### src/rtl/mc_ctrl_pkg.sv
// Shared encodings for the multicycle control unit: opcodes, FSM states
// and the datapath mux select values.
package mc_ctrl_pkg;

    // Opcode field values
    localparam logic [5:0] OP_R    = 6'b000000;
    localparam logic [5:0] OP_ADDI = 6'b001000;
    localparam logic [5:0] OP_SLTI = 6'b001010;
    localparam logic [5:0] OP_BEQ  = 6'b000100;
    localparam logic [5:0] OP_BNE  = 6'b000101;
    localparam logic [5:0] OP_LW   = 6'b100011;
    localparam logic [5:0] OP_SW   = 6'b101011;
    localparam logic [5:0] OP_J    = 6'b000010;
    localparam logic [5:0] OP_JAL  = 6'b000011;

    // funct value that turns an R-type into jr
    localparam logic [5:0] FUNCT_JR = 6'b001000;

    // FSM states; FETCH must be 0 so state_o reads 0 out of reset
    typedef enum logic [3:0] {
        S_FETCH    = 4'd0,
        S_DECODE   = 4'd1,
        S_EXEC_R   = 4'd2,
        S_R_WB     = 4'd3,
        S_EXEC_I   = 4'd4,
        S_I_WB     = 4'd5,
        S_MEM_ADDR = 4'd6,
        S_MEM_RD   = 4'd7,
        S_LW_WB    = 4'd8,
        S_MEM_WR   = 4'd9,
        S_BRANCH   = 4'd10,
        S_JUMP     = 4'd11,
        S_JAL      = 4'd12,
        S_JR       = 4'd13,
        S_TRAP     = 4'd14
    } state_e;

    // ALU control ops
    localparam logic [2:0] ALU_ADD   = 3'b000;
    localparam logic [2:0] ALU_SUB   = 3'b001;
    localparam logic [2:0] ALU_SLT   = 3'b010;
    localparam logic [2:0] ALU_RTYPE = 3'b100;

    // ALU B operand select
    localparam logic [1:0] ASB_RT     = 2'b00;
    localparam logic [1:0] ASB_FOUR   = 2'b01;
    localparam logic [1:0] ASB_IMM    = 2'b10;
    localparam logic [1:0] ASB_IMM_SH = 2'b11;

    // PC source select
    localparam logic [1:0] PCS_ALU    = 2'b00;
    localparam logic [1:0] PCS_ALUOUT = 2'b01;
    localparam logic [1:0] PCS_JUMP   = 2'b10;
    localparam logic [1:0] PCS_RS     = 2'b11;

    // Destination register select
    localparam logic [1:0] RD_RT = 2'b00;
    localparam logic [1:0] RD_RD = 2'b01;
    localparam logic [1:0] RD_RA = 2'b10;

    // Write-back data select
    localparam logic [1:0] M2R_ALUOUT = 2'b00;
    localparam logic [1:0] M2R_MDR    = 2'b01;
    localparam logic [1:0] M2R_PC     = 2'b11;

    // Branch condition select
    localparam logic [1:0] BT_BEQ = 2'b00;
    localparam logic [1:0] BT_BNE = 2'b01;

    // States that issue a memory request and wait on mem_ready_i
    function automatic logic is_mem_state(input state_e s);
        return (s == S_FETCH) || (s == S_MEM_RD) || (s == S_MEM_WR);
    endfunction

endpackage

### src/rtl/multicycle_ctrl_outdec.sv
// Moore output decode: maps the current state, the opcode latched in
// DECODE and mem_ready_i onto the datapath control signals.
module mc_ctrl_outdec
    import mc_ctrl_pkg::*;
#(
    parameter int OP_W    = 6,
    parameter int ALUOP_W = 3
) (
    input  logic [3:0]         state_i,
    input  logic [OP_W-1:0]    op_i,
    input  logic               mem_ready_i,
    output logic               PCWrite_o,
    output logic               PCWriteCond_o,
    output logic [1:0]         BranchType_o,
    output logic               IorD_o,
    output logic               MemRead_o,
    output logic               MemWrite_o,
    output logic               IRWrite_o,
    output logic [1:0]         MemToReg_o,
    output logic [1:0]         RegDst_o,
    output logic               RegWrite_o,
    output logic               ALUSrcA_o,
    output logic [1:0]         ALUSrcB_o,
    output logic [ALUOP_W-1:0] ALU_op_o,
    output logic [1:0]         PCSource_o
);

    // Every control defaults low; each state raises only what it needs.
    always_comb begin
        PCWrite_o     = 1'b0;
        PCWriteCond_o = 1'b0;
        BranchType_o  = BT_BEQ;
        IorD_o        = 1'b0;
        MemRead_o     = 1'b0;
        MemWrite_o    = 1'b0;
        IRWrite_o     = 1'b0;
        MemToReg_o    = M2R_ALUOUT;
        RegDst_o      = RD_RT;
        RegWrite_o    = 1'b0;
        ALUSrcA_o     = 1'b0;
        ALUSrcB_o     = ASB_RT;
        ALU_op_o      = ALUOP_W'(ALU_ADD);
        PCSource_o    = PCS_ALU;
        case (state_e'(state_i))
            S_FETCH: begin
                // PC+4 and IR load only commit on the cycle memory answers
                MemRead_o = 1'b1;
                ALUSrcB_o = ASB_FOUR;
                IRWrite_o = mem_ready_i;
                PCWrite_o = mem_ready_i;
            end
            S_DECODE: begin
                ALUSrcB_o = ASB_IMM_SH;
            end
            S_EXEC_R: begin
                ALUSrcA_o = 1'b1;
                ALU_op_o  = ALUOP_W'(ALU_RTYPE);
            end
            S_R_WB: begin
                RegDst_o   = RD_RD;
                RegWrite_o = 1'b1;
            end
            S_EXEC_I: begin
                ALUSrcA_o = 1'b1;
                ALUSrcB_o = ASB_IMM;
                ALU_op_o  = (op_i == OP_W'(OP_SLTI)) ? ALUOP_W'(ALU_SLT)
                                                      : ALUOP_W'(ALU_ADD);
            end
            S_I_WB: begin
                RegWrite_o = 1'b1;
            end
            S_MEM_ADDR: begin
                ALUSrcA_o = 1'b1;
                ALUSrcB_o = ASB_IMM;
            end
            S_MEM_RD: begin
                IorD_o    = 1'b1;
                MemRead_o = 1'b1;
            end
            S_LW_WB: begin
                MemToReg_o = M2R_MDR;
                RegWrite_o = 1'b1;
            end
            S_MEM_WR: begin
                IorD_o     = 1'b1;
                MemWrite_o = 1'b1;
            end
            S_BRANCH: begin
                ALUSrcA_o     = 1'b1;
                ALU_op_o      = ALUOP_W'(ALU_SUB);
                PCWriteCond_o = 1'b1;
                PCSource_o    = PCS_ALUOUT;
                BranchType_o  = (op_i == OP_W'(OP_BNE)) ? BT_BNE : BT_BEQ;
            end
            S_JUMP: begin
                PCWrite_o  = 1'b1;
                PCSource_o = PCS_JUMP;
            end
            S_JAL: begin
                PCWrite_o  = 1'b1;
                PCSource_o = PCS_JUMP;
                RegDst_o   = RD_RA;
                MemToReg_o = M2R_PC;
                RegWrite_o = 1'b1;
            end
            S_JR: begin
                PCWrite_o  = 1'b1;
                PCSource_o = PCS_RS;
            end
            default: ; // TRAP and unused encodings drive nothing
        endcase
    end

endmodule

### src/rtl/multicycle_ctrl.sv
// Multicycle MIPS control unit: state register, opcode latch, memory
// watchdog and sticky error flags. Output decode lives in mc_ctrl_outdec.
//
// Memory handshake: in FETCH/MEM_RD/MEM_WR the request (MemRead_o or
// MemWrite_o) and IorD_o are held every cycle until mem_ready_i is seen
// high at a rising edge; that edge completes the transfer and advances the
// state. mem_ready_i is ignored in every other state.
module multicycle_ctrl
    import mc_ctrl_pkg::*;
#(
    parameter int TIMEOUT = 16,
    parameter int OP_W    = 6,
    parameter int ALUOP_W = 3
) (
    input  logic               clk_i,
    input  logic               rst_i,
    input  logic [OP_W-1:0]    instr_op_i,
    input  logic [OP_W-1:0]    funct_i,
    input  logic               mem_ready_i,
    output logic               PCWrite_o,
    output logic               PCWriteCond_o,
    output logic [1:0]         BranchType_o,
    output logic               IorD_o,
    output logic               MemRead_o,
    output logic               MemWrite_o,
    output logic               IRWrite_o,
    output logic [1:0]         MemToReg_o,
    output logic [1:0]         RegDst_o,
    output logic               RegWrite_o,
    output logic               ALUSrcA_o,
    output logic [1:0]         ALUSrcB_o,
    output logic [ALUOP_W-1:0] ALU_op_o,
    output logic [1:0]         PCSource_o,
    output logic               illegal_o,
    output logic               mem_err_o,
    output logic [3:0]         state_o
);

    // A zero TIMEOUT still needs a 1-bit counter to keep widths legal.
    localparam int CNT_W = (TIMEOUT > 0) ? $clog2(TIMEOUT + 1) : 1;
    localparam logic [CNT_W-1:0] TO_VAL = CNT_W'(TIMEOUT);

    state_e            state_q, state_d;
    logic [OP_W-1:0]   op_q;
    logic [CNT_W-1:0]  wd_cnt_q;
    logic              illegal_q;
    logic              mem_err_q;
    logic              wd_expired;

    // Watchdog fires only while still waiting; a same-cycle ready wins.
    assign wd_expired = (TIMEOUT != 0) && is_mem_state(state_q) &&
                        !mem_ready_i && (wd_cnt_q == TO_VAL);

    // State register
    always_ff @(posedge clk_i) begin
        if (rst_i) state_q <= S_FETCH;
        else       state_q <= state_d;
    end

    // Next-state logic
    always_comb begin
        state_d = state_q;
        case (state_q)
            S_FETCH: begin
                if (mem_ready_i)     state_d = S_DECODE;
                else if (wd_expired) state_d = S_TRAP;
            end
            S_DECODE: begin
                case (instr_op_i)
                    OP_W'(OP_R):    state_d = (funct_i == OP_W'(FUNCT_JR)) ? S_JR : S_EXEC_R;
                    OP_W'(OP_ADDI),
                    OP_W'(OP_SLTI): state_d = S_EXEC_I;
                    OP_W'(OP_LW),
                    OP_W'(OP_SW):   state_d = S_MEM_ADDR;
                    OP_W'(OP_BEQ),
                    OP_W'(OP_BNE):  state_d = S_BRANCH;
                    OP_W'(OP_J):    state_d = S_JUMP;
                    OP_W'(OP_JAL):  state_d = S_JAL;
                    default:        state_d = S_TRAP;
                endcase
            end
            S_EXEC_R:   state_d = S_R_WB;
            S_EXEC_I:   state_d = S_I_WB;
            S_MEM_ADDR: state_d = (op_q == OP_W'(OP_LW)) ? S_MEM_RD : S_MEM_WR;
            S_MEM_RD: begin
                if (mem_ready_i)     state_d = S_LW_WB;
                else if (wd_expired) state_d = S_TRAP;
            end
            S_MEM_WR: begin
                if (mem_ready_i)     state_d = S_FETCH;
                else if (wd_expired) state_d = S_TRAP;
            end
            S_R_WB, S_I_WB, S_LW_WB,
            S_BRANCH, S_JUMP, S_JAL, S_JR: state_d = S_FETCH;
            S_TRAP:     state_d = S_TRAP;
            default:    state_d = S_FETCH;
        endcase
    end

    // Opcode latch, watchdog counter and sticky error flags
    always_ff @(posedge clk_i) begin
        if (rst_i) begin
            op_q      <= '0;
            wd_cnt_q  <= '0;
            illegal_q <= 1'b0;
            mem_err_q <= 1'b0;
        end else begin
            if (state_q == S_DECODE) op_q <= instr_op_i;
            // Any state change restarts the count for the next memory state
            if (state_d != state_q) begin
                wd_cnt_q <= '0;
            end else if (is_mem_state(state_q) && !mem_ready_i && (wd_cnt_q != TO_VAL)) begin
                wd_cnt_q <= wd_cnt_q + CNT_W'(1);
            end
            if (state_q == S_DECODE && state_d == S_TRAP) illegal_q <= 1'b1;
            if (wd_expired) mem_err_q <= 1'b1;
        end
    end

    // Output decode
    mc_ctrl_outdec #(
        .OP_W    (OP_W),
        .ALUOP_W (ALUOP_W)
    ) u_outdec (
        .state_i       (state_q),
        .op_i          (op_q),
        .mem_ready_i   (mem_ready_i),
        .PCWrite_o     (PCWrite_o),
        .PCWriteCond_o (PCWriteCond_o),
        .BranchType_o  (BranchType_o),
        .IorD_o        (IorD_o),
        .MemRead_o     (MemRead_o),
        .MemWrite_o    (MemWrite_o),
        .IRWrite_o     (IRWrite_o),
        .MemToReg_o    (MemToReg_o),
        .RegDst_o      (RegDst_o),
        .RegWrite_o    (RegWrite_o),
        .ALUSrcA_o     (ALUSrcA_o),
        .ALUSrcB_o     (ALUSrcB_o),
        .ALU_op_o      (ALU_op_o),
        .PCSource_o    (PCSource_o)
    );

    assign illegal_o = illegal_q;
    assign mem_err_o = mem_err_q;
    assign state_o   = state_q;

endmodule

### config.mk
export PLATFORM = sky130hd
export DESIGN_NAME = multicycle_ctrl
export DESIGN_NICKNAME = d
export VERILOG_FILES = /design/src/rtl/mc_ctrl_pkg.sv /design/src/rtl/multicycle_ctrl_outdec.sv /design/src/rtl/multicycle_ctrl.sv
export SDC_FILE = /design/constraint.sdc
export NUM_CORES = 1
export LEC_CHECK = 0
export CAP_MARGIN = 0
export CORE_MARGIN = 10
export CORE_UTILIZATION = 39
export DETAILED_ROUTE_END_ITERATION = 6
export GPL_ROUTABILITY_DRIVEN = 1
export PLACE_DENSITY = 0.71
export SKIP_CTS_REPAIR_TIMING = 1
export SYNTH_ARGS = -nofsm -noshare
export SYNTH_HDL_FRONTEND = slang
export SYNTH_SLANG_ARGS = --single-unit
### constraint.sdc
create_clock -name clk_i -period 1.7 [get_ports clk_i]
set_input_delay 0.17 -clock clk_i [delete_from_list [all_inputs] [get_ports clk_i]]
set_output_delay 0.17 -clock clk_i [all_outputs]
set_load 0.01 [all_outputs]
==> results.md <==
- The source of the critical timing path is state_o[1].
- The type of destination of the critical path is a flop.
- Clock latency on the worst-skew pair, taken at its later pin, is 0.28 ns.
- The clock tree skew after final layout is 0.00843 ns.
- The maximum number of pins on one net before global-route repair is 14.
- In this run the remaining antenna-violating nets after routing total 0.
- The floorplan die width is 79.9 um.
- The tree built by TritonCTS fans out to 17 sinks.
- The number of cells in the design after placement is 301.
- The number of antenna violations at the first check in global routing is 0.
- Power spread over the standard cell area amounts to 823 mW/mm2.
- The max-slew violation count is 0.
- The total length of routed wires is 4400 um.
- Summing every instance area after synthesis gives 0.00140 mm2.
- The total clock buffers created by CTS is 3.
- After routing, the total negative slack on setup checks comes to -0.323 ns.
- The leakage power total is 1.21 nW.
- Dividing the detail-routed wire length by the instance count gives 14.0 um.
- The via count of the first global-routing pass is 1498.
- In this run the number of H-tree levels came out at 1.
- Each instance of the synthesized netlist takes up on average 7.53 um2.
- The count of endpoints failing hold in the final timing report is 0.
- In the routed design, unresolved DRC markers number 0.
- The vertical extent of the die is 79.9 um.
- The total area of multi-input combinational cells is 0.00103 mm2.
- The via count normalized by instance count is 5.19.
- The total area inside the core boundary comes to 0.00342 mm2.
- In this run the critical register-to-register path is launched from state_o[1].
- The first detailed-routing pass ran for 4 iterations.
- The most frequent standard cell in the layout excluding fill and tap cells is sky130_fd_sc_hd__buf_4.
- The total design power is 1.92 mW.
- Pin placement for this block handled 42 I/O pins.
- Of the available clock period, the critical path in the final layout requires 1.05.
- TritonCTS built the clock tree.
- The count of synthesis-stage warnings from yosys is 0.
- The die covers 0.00639 mm2.
- Setup repair after global routing could not meet its margin everywhere.
- The setup slack of the critical path after layout is -0.0776 ns.
- Yosys mapped a number of flops with a built-in enable equal to 0.
- The largest fanout of any net on the critical path is 6.
- The total track usage is 0.122.
- The most used flip-flop cell after synthesis is sky130_fd_sc_hd__dfxtp_1.
- The number of endpoints failing setup at the final stage is 7.
- The worst hold slack is 0.475 ns.
- After clock tree synthesis, the clock-pin slew on the worst setup and hold paths is 0.10 ns.
- The final reports fail on setup timing.
- The number of design-rule violations left by the first detailed-router iteration is 89.
- The total of max-cap violations is 0.
- The setup slack at placement is -0.327 ns.
- The area growth from synthesis to layout is 66.3%.
- The initial utilization of the core area, before any placement, comes to 0.410.
- The clock passes through at most 2 buffers.
- The critical path required time is 1.90 ns.
- The sort of element at the start of the critical path is a flop.
- Row generation in the floorplan step produced 21 rows.
- The count of unique library cells instantiated by Yosys is 53.
- Summed over all nets, the half-perimeter wirelength after detailed placement is 3160 um.
- After global routing the overflow that remains totals 0.
- Routability-driven placement finished with a final weighted congestion of 0.793.
- The first global-routing pass estimated 6690 um of wire.
- The number of diodes is 0.
- The type of the worst setup path is reg -> reg.
- The area of all sequential standard cells is 355 um2.
- The worst min-delay path startpoint is op_q[5].
- For this run, the register share of the synthesized area comes to 0.243.
- The synthesized design contains 17 register bits.
- The count of input and output buffers is 40.
- The maximum achievable frequency is 0.563 GHz.
- The final route contains 1635 vias.
- In the final layout, the share of cells above drive strength 1 is 0.331.
- The tree is rooted in a sky130_fd_sc_hd__clkbuf_4.
- IR analysis of the VDD net gives a maximum drop of 0.000689 V.
- The run finished, with violations left.
- The post-synthesis net count is 203.
- The final layout contains 287 nets.
- Data on the critical path arrives at its endpoint at 1.97 ns.
- The class of the worst hold path is reg -> reg.
- The number of fillers in the final layout is 284.
- The post-route minimum period is 1.78 ns.
- In the layout the commonest cells are sky130_fd_sc_hd__buf_4, sky130_fd_sc_hd__nand2_1, sky130_fd_sc_hd__clkdlybuf4s50_1.
- Leaving out filler cells and counting taps, the final layout contains 315.
- Counting flops with an async set or reset pin after synthesis yields a share of 0.
- In the synthesized netlist, the number of instances is 186.
==> stage by stage <==
stage / instance area, um2 / util
floorplan: 1410 / -
global placement: 2110 / 0.617
detailed placement: 2110 / 0.617
CTS: 2130 / 0.625
global route: 2330 / 0.682
finish: 2330 / 0.682
==> Yosys cell counts, types with 2 or more instances <==
master                     instances  area (um2)
sky130_fd_sc_hd__nand3_1           4        20.0
sky130_fd_sc_hd__a21oi_1          18        90.1
sky130_fd_sc_hd__xor2_1            4        35.0
sky130_fd_sc_hd__dfxtp_1          17         340
sky130_fd_sc_hd__nor3_1           10        50.1
sky130_fd_sc_hd__nor2_1           18        67.6
sky130_fd_sc_hd__mux2i_1           4        40.0
sky130_fd_sc_hd__clkbuf_1          4        15.0
sky130_fd_sc_hd__buf_4             3        22.5
sky130_fd_sc_hd__and3_1            5        31.3
sky130_fd_sc_hd__buf_1             2        7.51
sky130_fd_sc_hd__ha_1              2        25.0
sky130_fd_sc_hd__buf_2             4        20.0
sky130_fd_sc_hd__or3_1             2        12.5
sky130_fd_sc_hd__o21ai_0           4        20.0
sky130_fd_sc_hd__xnor2_1           2        17.5
sky130_fd_sc_hd__nor2b_1           4        25.0
sky130_fd_sc_hd__nand4_1           4        25.0
sky130_fd_sc_hd__o22a_1            2        17.5
sky130_fd_sc_hd__nand2b_1          3        18.8
sky130_fd_sc_hd__nand2_1          24        90.1
sky130_fd_sc_hd__and4bb_2          2        25.0
sky130_fd_sc_hd__and2_1            3        18.8
sky130_fd_sc_hd__a31oi_1           4        25.0
sky130_fd_sc_hd__nand3b_1          4        30.0
sky130_fd_sc_hd__buf_6             2        22.5
sky130_fd_sc_hd__nor3b_1           3        22.5
sky130_fd_sc_hd__inv_1             3        11.3
==> cells by family (layout without fill, tap and decap cells) <==
| kind of cell | Yosys count | after routing | synth area share |
|---|---|---|---|
| mux | 4 | 4 | 0.0286 |
| fa+ha+maj | 2 | 2 | 0.0179 |
| simple gates | 99 | 99 | 0.414 |
| compound gates | 39 | 39 | 0.186 |
| flops | 17 | 17 | 0.243 |
| buf+inv | 18 | 101 | 0.0705 |
| other cells | 1 | 1 | 0.00268 |
| xor+xnor | 6 | 6 | 0.0375 |
==> worst max-delay path, cell delays in order (launching register included) <==
cell and delay, ns:
sky130_fd_sc_hd__dfxtp_4 0.37, sky130_fd_sc_hd__buf_6 0.13, sky130_fd_sc_hd__or4b_4 0.53, sky130_fd_sc_hd__a21boi_2 0.16
sky130_fd_sc_hd__a31oi_1 0.07, sky130_fd_sc_hd__and3_1 0.17, sky130_fd_sc_hd__o41ai_2 0.26
==> per-layer routing <==
| layer | vias to the layer above | part of all wire | wire length [um] | global-route usage |
|---|---|---|---|---|
| li1 | 834 | - | - | - |
| met1 | 760 | 0.45 | 1970 | 0.159 |
| met2 | 39 | 0.49 | 2170 | 0.189 |
| met3 | 2 | 0.050 | 222 | 0.0259 |
| met4 | 0 | 0.0091 | 40 | 0.0475 |
| met5 | - | 0 | 0 | 0 |
==> report_power, final <==
group / total [mW] / internal (mW) / switching [mW] / leakage, nW
clock network: 0.211 / 0.0909 / 0.120 / 0.0150
logic: 1.19 / 0.645 / 0.548 / 1.05
registers: 0.513 / 0.451 / 0.0622 / 0.141
total: 1.92 / 1.19 / 0.730 / 1.21
==> state kept, by name, indices dropped and copies added, names as in the netlist <==
signal	flops
op_q	6
illegal_o	1
mem_err_o	1
state_o	4
wd_cnt_q	5
==> final timing paths <==
check,end,slack [ns],depth (start not counted)
max reg2reg,illegal_o,-0.08,6
min reg2reg,op_q[5],0.47,2
min,op_q[5],0.47,2
max,illegal_o,-0.08,6
==> final cells by class <==
class | count | area share
tap | 46 | 0.0247
clock buffer | 4 | 0.0113
inverter | 3 | 0.00483
timing repair buffer | 94 | 0.365
multi-input combinational | 151 | 0.442
sequential | 17 | 0.152
Power figures use the tool's default switching activity.
